**src/rtl/mine_field_gen.sv**
```systemverilog
// Sequential mine placer: snapshots a field, clears bombs, then drops
// bomb_count bombs at LFSR-chosen cells, one candidate per clock.
module mine_field_gen #(
  parameter int          ROWS      = 8,
  parameter int          COLS      = 8,
  parameter int          CELL_W    = 9,
  parameter int          BOMB_BIT  = 2,
  parameter logic [15:0] SEED      = 16'hACE1,
  parameter int          MAX_TRIES = 4096,
  localparam int N     = ROWS * COLS,
  localparam int IDX_W = $clog2(N),
  localparam int CNT_W = $clog2(N + 1),
  localparam int RW    = (ROWS > 1) ? $clog2(ROWS) : 1,
  localparam int CW    = (COLS > 1) ? $clog2(COLS) : 1,
  localparam int FW    = N * CELL_W,
  localparam int TW    = $clog2(MAX_TRIES + 1)
) (
  input  logic             clk,
  input  logic             rst,
  input  logic             start,
  input  logic [CNT_W-1:0] bomb_count,
  input  logic [RW-1:0]    safe_row,
  input  logic [CW-1:0]    safe_col,
  input  logic             seed_load,
  input  logic [15:0]      seed_in,
  input  logic [FW-1:0]    field_in,
  output logic [FW-1:0]    field_out,
  output logic             busy,
  output logic             done,
  output logic             error,
  output logic [CNT_W-1:0] placed
);

  typedef enum logic [1:0] {
    IDLE, LOAD, PLACE, DONE
  } state_t;

  state_t state, state_n;

  logic [15:0]      lfsr, lfsr_n;
  logic [TW-1:0]    tries, tries_n;
  logic [CNT_W-1:0] bcnt_q, placed_n;
  logic [IDX_W-1:0] safe_q, cand;
  logic [FW-1:0]    fld_q, field_clr, field_set;
  logic             cand_bomb, accept, too_many, run_end;

  assign lfsr_n   = {1'b0, lfsr[15:1]} ^ (lfsr[0] ? 16'hB400 : 16'h0000);
  assign cand     = lfsr_n[IDX_W-1:0];
  assign tries_n  = tries + TW'(1);
  assign too_many = int'(bomb_count) > N - 1;
  assign accept   = (state == PLACE) && (int'(cand) < N)
                    && !cand_bomb && (cand != safe_q);
  assign placed_n = placed + CNT_W'(accept);
  assign run_end  = (placed_n == bcnt_q) || (tries_n == TW'(MAX_TRIES));

  always_comb begin
    cand_bomb = 1'b0;
    field_clr = fld_q;
    field_set = field_out;
    for (int i = 0; i < N; i++) begin
      field_clr[i*CELL_W+BOMB_BIT] = 1'b0;
      if (cand == IDX_W'(i)) begin
        cand_bomb = field_out[i*CELL_W+BOMB_BIT];
        if (accept) field_set[i*CELL_W+BOMB_BIT] = 1'b1;
      end
    end
  end

  always_comb begin
    state_n = state;
    unique case (state)
      IDLE:  if (start) state_n = too_many ? DONE : LOAD;
      LOAD:  state_n = (bcnt_q == '0) ? DONE : PLACE;
      PLACE: if (run_end) state_n = DONE;
      DONE:  state_n = IDLE;
      default: state_n = IDLE;
    endcase
  end

  always_ff @(posedge clk) begin
    if (rst) state <= IDLE;
    else     state <= state_n;
  end

  always_ff @(posedge clk) begin
    if (rst) begin
      lfsr      <= SEED;
      field_out <= '0;
      fld_q     <= '0;
      placed    <= '0;
      error     <= 1'b0;
      tries     <= '0;
      bcnt_q    <= '0;
      safe_q    <= '0;
    end else begin
      unique case (state)
        IDLE: begin
          if (seed_load)
            lfsr <= (seed_in == 16'h0) ? SEED : seed_in;
          if (start) begin
            if (too_many) begin
              error <= 1'b1;
            end else begin
              bcnt_q <= bomb_count;
              safe_q <= IDX_W'(int'(safe_row) * COLS + int'(safe_col));
              fld_q  <= field_in;
            end
          end
        end
        LOAD: begin
          field_out <= field_clr;
          placed    <= '0;
          tries     <= '0;
          error     <= 1'b0;
        end
        PLACE: begin
          lfsr      <= lfsr_n;
          tries     <= tries_n;
          field_out <= field_set;
          placed    <= placed_n;
          // out of draws with bombs still missing
          if (run_end && placed_n != bcnt_q) error <= 1'b1;
        end
        default: ;
      endcase
    end
  end

  assign busy = (state == LOAD) || (state == PLACE);
  assign done = (state == DONE);

endmodule

```
**config.mk**
```make
export PLATFORM = sky130hd
export DESIGN_NAME = mine_field_gen
export DESIGN_NICKNAME = d
export VERILOG_FILES = /design/src/rtl/mine_field_gen.sv
export SDC_FILE = /design/constraint.sdc
export NUM_CORES = 2
export LEC_CHECK = 0
export BUFFER_PORTS_ARGS = -buffer_cell sky130_fd_sc_hd__buf_4
export CORE_AREA = 2 2 464 466
export CTS_BUF_LIST = sky130_fd_sc_hd__clkbuf_2 sky130_fd_sc_hd__clkbuf_4 sky130_fd_sc_hd__clkbuf_8
export CTS_CLUSTER_SIZE = 24
export DETAILED_ROUTE_END_ITERATION = 8
export DIE_AREA = 0 0 466 468
export PLACE_DENSITY = 0.34
export SLEW_MARGIN = 20
export SYNTH_ARGS = -nofsm -noshare
export SYNTH_HDL_FRONTEND = slang
export SYNTH_SLANG_ARGS = --single-unit
```
**constraint.sdc**
```tcl
create_clock -name clk -period 5.3 [get_ports clk]
set_clock_uncertainty 0.1 [all_clocks]
set_input_delay 0.795 -clock clk [delete_from_list [all_inputs] [get_ports clk]]
set_output_delay 0.795 -clock clk [all_outputs]
set_load 0.05 [all_outputs]
```
# After elaboration in Yosys (flattened, before gate mapping)
# Cells that the tools add are included.
# word_totals
ff_bits	1204
out_inout_bits	586
wordCells	447
# op_classes
n_addsub	3
order_cmp	1
eq_ne	140
muxes	145
bitwise_logic	3
n_reduce_logical	82
# ops
op	count
case mux 576 bit (2 select lines)	1
AND reduction 3 bit	65
== test 6 bit (second input constant)	32
inequality test 2 bit (second input constant)	70
2-to-1 mux 1 bit	133
== test 6 x 5 -> 1 bit (second input constant)	16
== test 6 x 4 -> 1 bit (second input constant)	8
2-to-1 mux 16 bit	3
case mux 16 bit (2 select lines)	1
case mux 13 bit (2 select lines)	1
== test 6 x 3 -> 1 bit (second input constant)	4
zero test 16 bit	1
XOR 15 x 16 -> 16 bit	1
case mux 7 bit (2 select lines)	1
adder 13 x 1 -> 13 bit (second input constant)	1
== test 13 bit (second input constant)	1
== test 6 x 2 -> 1 bit (second input constant)	2
case mux 2 bit (4 select lines)	1
adder 7 x 1 -> 7 bit	1
== test 7 bit	1
> comparator 7 x 6 -> 1 bit (second input constant)	1
zero test 7 bit	1
inequality test 7 bit	1
adder 6 x 3 -> 6 bit	1
16 further kinds	26

# Logic depth before layout (Yosys ltp)
# logic_depth
depth_word	76
ltp_mapped	20
ltp_nobuf	18

# Least setup slack after synthesis
# OpenSTA, ideal clock, no wires.
# synth_path
path_type	reg2reg
start	register lfsr[1]
end	register error
arrival_time_ps	4108
setup_slack_ps	968
stages_incl_launch_ff	20
path_buffers	3
period_less_slack_ps	4332
path_cell_list	dfxtp_1 -> buf_4 -> buf_2 -> inv_1 -> or3_1 -> a21oi_1 -> o22ai_1 -> a21oi_1 -> o311ai_1 -> buf_2 -> o21ai_0 -> ha_1 -> ha_1 -> nand3_1 -> nor2_1 -> xnor3_1 -> nand4_1 -> or3b_1 -> a221oi_2 -> mux2_1
# synth_between
elab_chain_cells	75
elab_cells_between_ends	140
cone_classes	add/sub: 1; eq/ne: 67; mux: 64; bitwise: 1; reduce/logical: 7
# synth_rtl
item	line_no	source
from (decl)	40	logic [15:0] lfsr, lfsr_n;
from (signal assigned)	99	lfsr <= (seed_in == 16'h0) ? SEED : seed_in;
from (signal assigned)	117	lfsr <= lfsr_n;
XOR 15 x 16 -> 16 bit *	47	assign lfsr_n = {1'b0, lfsr[15:1]} ^ (lfsr[0] ? 16'hB400 : 16'h0000);
zero test 6 bit	62	if (cand == IDX_W'(i)) begin
2-to-1 mux 1 bit (64 in series)	62	
zero test 1 bit	52	&& !cand_bomb && (cand != safe_q);
logical AND 1 bit	52	
logical AND 1 bit *	52	
adder 7 x 1 -> 7 bit *	53	assign placed_n = placed + CNT_W'(accept);
== test 7 bit	54	assign run_end = (placed_n == bcnt_q) || (tries_n == TW'(MAX_TRIES));
logical OR 1 bit	54	
logical AND 1 bit *	122	if (run_end && placed_n != bcnt_q) error <= 1'b1;
inequality test 2 bit (no source line) *	--	
AND reduction 4 bit (no source line) *	--	
to (signal assigned)	91	error <= 1'b0;
to (signal assigned)	114	error <= 1'b0;
to (signal assigned)	122	
to (decl)	30	output logic error,
# Every way passes the cells marked *; elsewhere a longest branch is shown, timed or not.
# A chain may end at the register's enable or synchronous reset.

# Worst setup path in the final report
# layout_path
start	register lfsr[2]
end	register error
# Same word-level chain as after synthesis.

==> reports/results.tsv <==
stage	metric	value	unit
global_routing	grt_antenna_before_repair	71	
sta	post-route-min-period	4880	ps
die	die_area	218000	um2
sta	final.setup.tns	0	ps
worst_setup_path	worst_ep_arrival_time	5580	ps
cts	cts.path.max_buffers	3	
cts	insertion_delay	1000	ps
route	vias_after_detailed_routing	40778	
placement	placement.setup.worst_slack	243	ps
placement	placed_area	53500	um2
logic_synthesis	ys_seq_elements	1140	
logic_synthesis	synth.cell_area	42000	um2
cts	cts_max_level	4	
worst_hold_path	timing.hold.worst.class	input port to register	
status	run_status	finished, final reports clean	
sta	setup_violations	0	
layout	nFillCells	23091	
logic_synthesis	synth_async_sr_flop_share	0	%
sta	hold_violations	0	
die	io_pins	1195	
logic_synthesis	synth_ff_type	dfxtp_1	
logic_synthesis	synth_cells	5193	
cts	clkSinkCount	1140	
worst_setup_path	slowest_stage	dfxtp_2	
power_and_ir_drop	powerDensity	395	nW/um2
cts	cts.clk_slew.worst_paths	60	ps
global_routing	grt_pass1_wl	279000	um
sta	whs	101	ps
global_routing	grtUsageTotal	17.0	%
layout	multi_input_area	17700	um2
logic_synthesis	netlist.top_cell.by_area	dfxtp_1	
sta	worst-slew-pin-transition	1110	ps
die	die-width	466	um
power_and_ir_drop	vdd.ir_drop.worst	0.281	mV
logic_synthesis	synth_enable_flop_cells	0	
layout	final-seq-area	22800	um2
logic_synthesis	synth_area_per_cell	8.09	um2
die	die-height	468	um
route	post-route-drc-count	0	
layout	final_util	29.8	%
cts	clock_tree.root_cell	clkbuf_8	
worst_setup_path	cp_num_buf_inv	3	
sta	post-route-period-util	92.0	%
die	initial_utilization	19.7	%
cts	cts_tree	built	
worst_setup_path	worst_path_largest_cell_delay	640	ps
worst_setup_path	critPathMaxFanout	16	
sta	max_slew_margin	25.3	%
worst_setup_path	required_time_of_the_worst_setup_path	6000	ps
route	average_detailed_routed_wire_length_per_instance	19.8	um
power_and_ir_drop	cellLeakagePower	25.7	nW
placement	io_buffer_count	1130	
logic_synthesis	ys_top_cells_by_count	dfxtp_1 (1140), nand2_1 (1123), a21oi_1 (1061)	
worst_setup_path	timing.critical_path.cells	buf_4 > nor2b_1 > buf_4 > a22oi_1 > o22a_1 > nor2_1 > o21ai_2 > o311ai_4 > o21ai_1 > buf_4 > ha_1 > ha_1 > nand3_1 > nor2_1 > xnor3_1 > nand4_1 > or3b_1 > a221oi_2 > mux2_1	
global_routing	number_of_global_route_vias_before_repair	40517	
logic_synthesis	netlist_top_cells_area	dfxtp_1 (54%), a21oi_1 (13%), nand2_1 (10%)	
global_routing	overflow_left_after_global_routing	0	
route	drt_iter0_drc	2129	
route	antenna_violating_nets_post_route	0	
logic_synthesis	synthesis.nets	5810	
route	routed_wl	194000	um
cts	cts_inserted_buffers	214	
placement	hpwl	132000	um
layout	finish.net_count	7369	
worst_setup_path	worstSetupEndpointType	register	
job	cap_violations	0	
sta	grt_setup_unrepaired	false	
logic_synthesis	yosysMostFrequentCell	dfxtp_1	
route	route.detailed.vias_per_inst	4.16	
logic_synthesis	yosysSeqAreaShare	54.3	%
die	num_rows	170	
sta	timing_max_transition_violations_final	0	
global_routing	grt_start_max_net_pins	176	
cts	cts_setup_buffers	0	
logic_synthesis	ys.warnings.count	0	
die	core_area	213000	um2
worst_setup_path	worst_path_dominant_cell_family	compound AO/OA/AOI/OAI gates	
route	drt-pass1-iter-count	4	
worst_setup_path	critPathKind	register to register	
logic_synthesis	netlist.area_leader.share	54.3	%
logic_synthesis	synth.lib_cells_used.distinct	76	
worst_setup_path	worst_setup_path_start_kind	register	
layout	drive_gt1_share	23.4	%
layout	stdcell_area	63500	um2
sta	maxClockFrequency	205	MHz
placement	routabilityCongestion	0.815	
layout	area.growth.synth_to_final	51.1	%
worst_setup_path	timing.critical_path.mode_cell	buf_4	
sta	setup_ws	422	ps
## worst register-to-register path, delay by kind of cell, from the launching register on
kind	cells	cell delay, ps
and+or+nand+nor	6	1090
AOI/OAI and AO/OA	6	1250
buffers and inverters	3	600
muxes	1	350
DFF	1	640
xor gates and xnor gates	1	250
adders and majority gates	2	440
## path summary, 6_finish.rpt
path	to	startpoint	depth (start not counted)	slack, ps
worst max-delay path	error	lfsr[2]	19	420
worst min-delay path	fld_q[297]	field_in[297]	3	100
worst max register to register	error	lfsr[2]	19	420
worst min register to register	field_out[371]	field_out[371]	2	350
## area by class of cell
| cell class | count | share of cell area, % |
|---|---|---|
| clock buffers | 348 | 6.76 |
| multi-input cells | 3639 | 27.8 |
| repair buffers | 1744 | 23.2 |
| flip-flops and latches | 1140 | 36.0 |
| inverters | 13 | 0.0769 |
| clock inverters | 32 | 0.447 |
| diodes | 39 | 0.154 |
| well taps | 2838 | 5.59 |
## placed cells by master (no fill, tap or decap), types with 7 or more instances in the layout
cell,Yosys,final
clkinv_2,0,16
a211o_1,8,8
nor4_1,10,10
o22ai_1,9,9
a22oi_1,31,31
ha_1,8,7
nor2_1,581,579
nand3_1,47,47
a21oi_1,1061,1061
xor2_1,10,10
nor2b_1,520,518
a32o_1,12,12
diode_2,0,39
mux2i_1,19,19
buf_12,0,24
nand2_1,1123,1123
inv_1,12,12
o21ai_0,25,24
buf_4,9,1189
dfxtp_1,1140,1137
clkbuf_8,0,268
nand2b_1,17,17
xnor2_1,10,10
a211oi_1,9,9
nor3_1,19,19
o21ai_1,32,33
clkbuf_4,0,80
dlygate4sd3_1,0,530
## layer usage
layer	vias to the layer above	track usage, %	wire length (um)
met3	324	6.21	15300
li1	20207	-	-
met1	19076	20.4	81800
met2	1125	27.9	90500
met5	-	0	288
met4	46	5.64	5910
## power breakdown
part / internal [mW] / switching, mW / leakage [nW]
sequential: 9.19 / 0.394 / 9.23
combinational: 1.90 / 4.41 / 14.1
clock: 5.15 / 4.06 / 2.44
## what timing repair did
| item | in CTS | in global routing |
|---|---|---|
| hold buffers | 528 | 2 |
| endpoints found under the setup margin | 0 | 1 |
| resized for setup | 0 | 5 |
| endpoints found under the hold margin | 528 | 2 |
## cells by family after synthesis
kind of cell             share of synthesized area (%)
adder cells (fa/ha/maj)                          0.238
AO/OA/AOI/OAI                                     15.7
multiplexers                                     0.614
buffers and inverters                             3.82
XOR/XNOR                                         0.524
flip-flops                                        54.3
AND/OR/NAND/NOR                                   24.7
## stage by stage
step	power [mW]	std cells
CTS	25.7	9752
global route	26.5	9784
detailed placement	15.9	8844
floorplan	13.2	5193
global placement	15.9	8844
finish	25.1	9793
## state kept, by name, summed over array words and instances, names as in the netlist
name and cells:
tries 13, field_out 576, safe_q 6, bcnt_q 7, error 1, placed 7
fld_q 512, state 2, lfsr 16
Note: power is estimated with default switching activity, not from simulation.
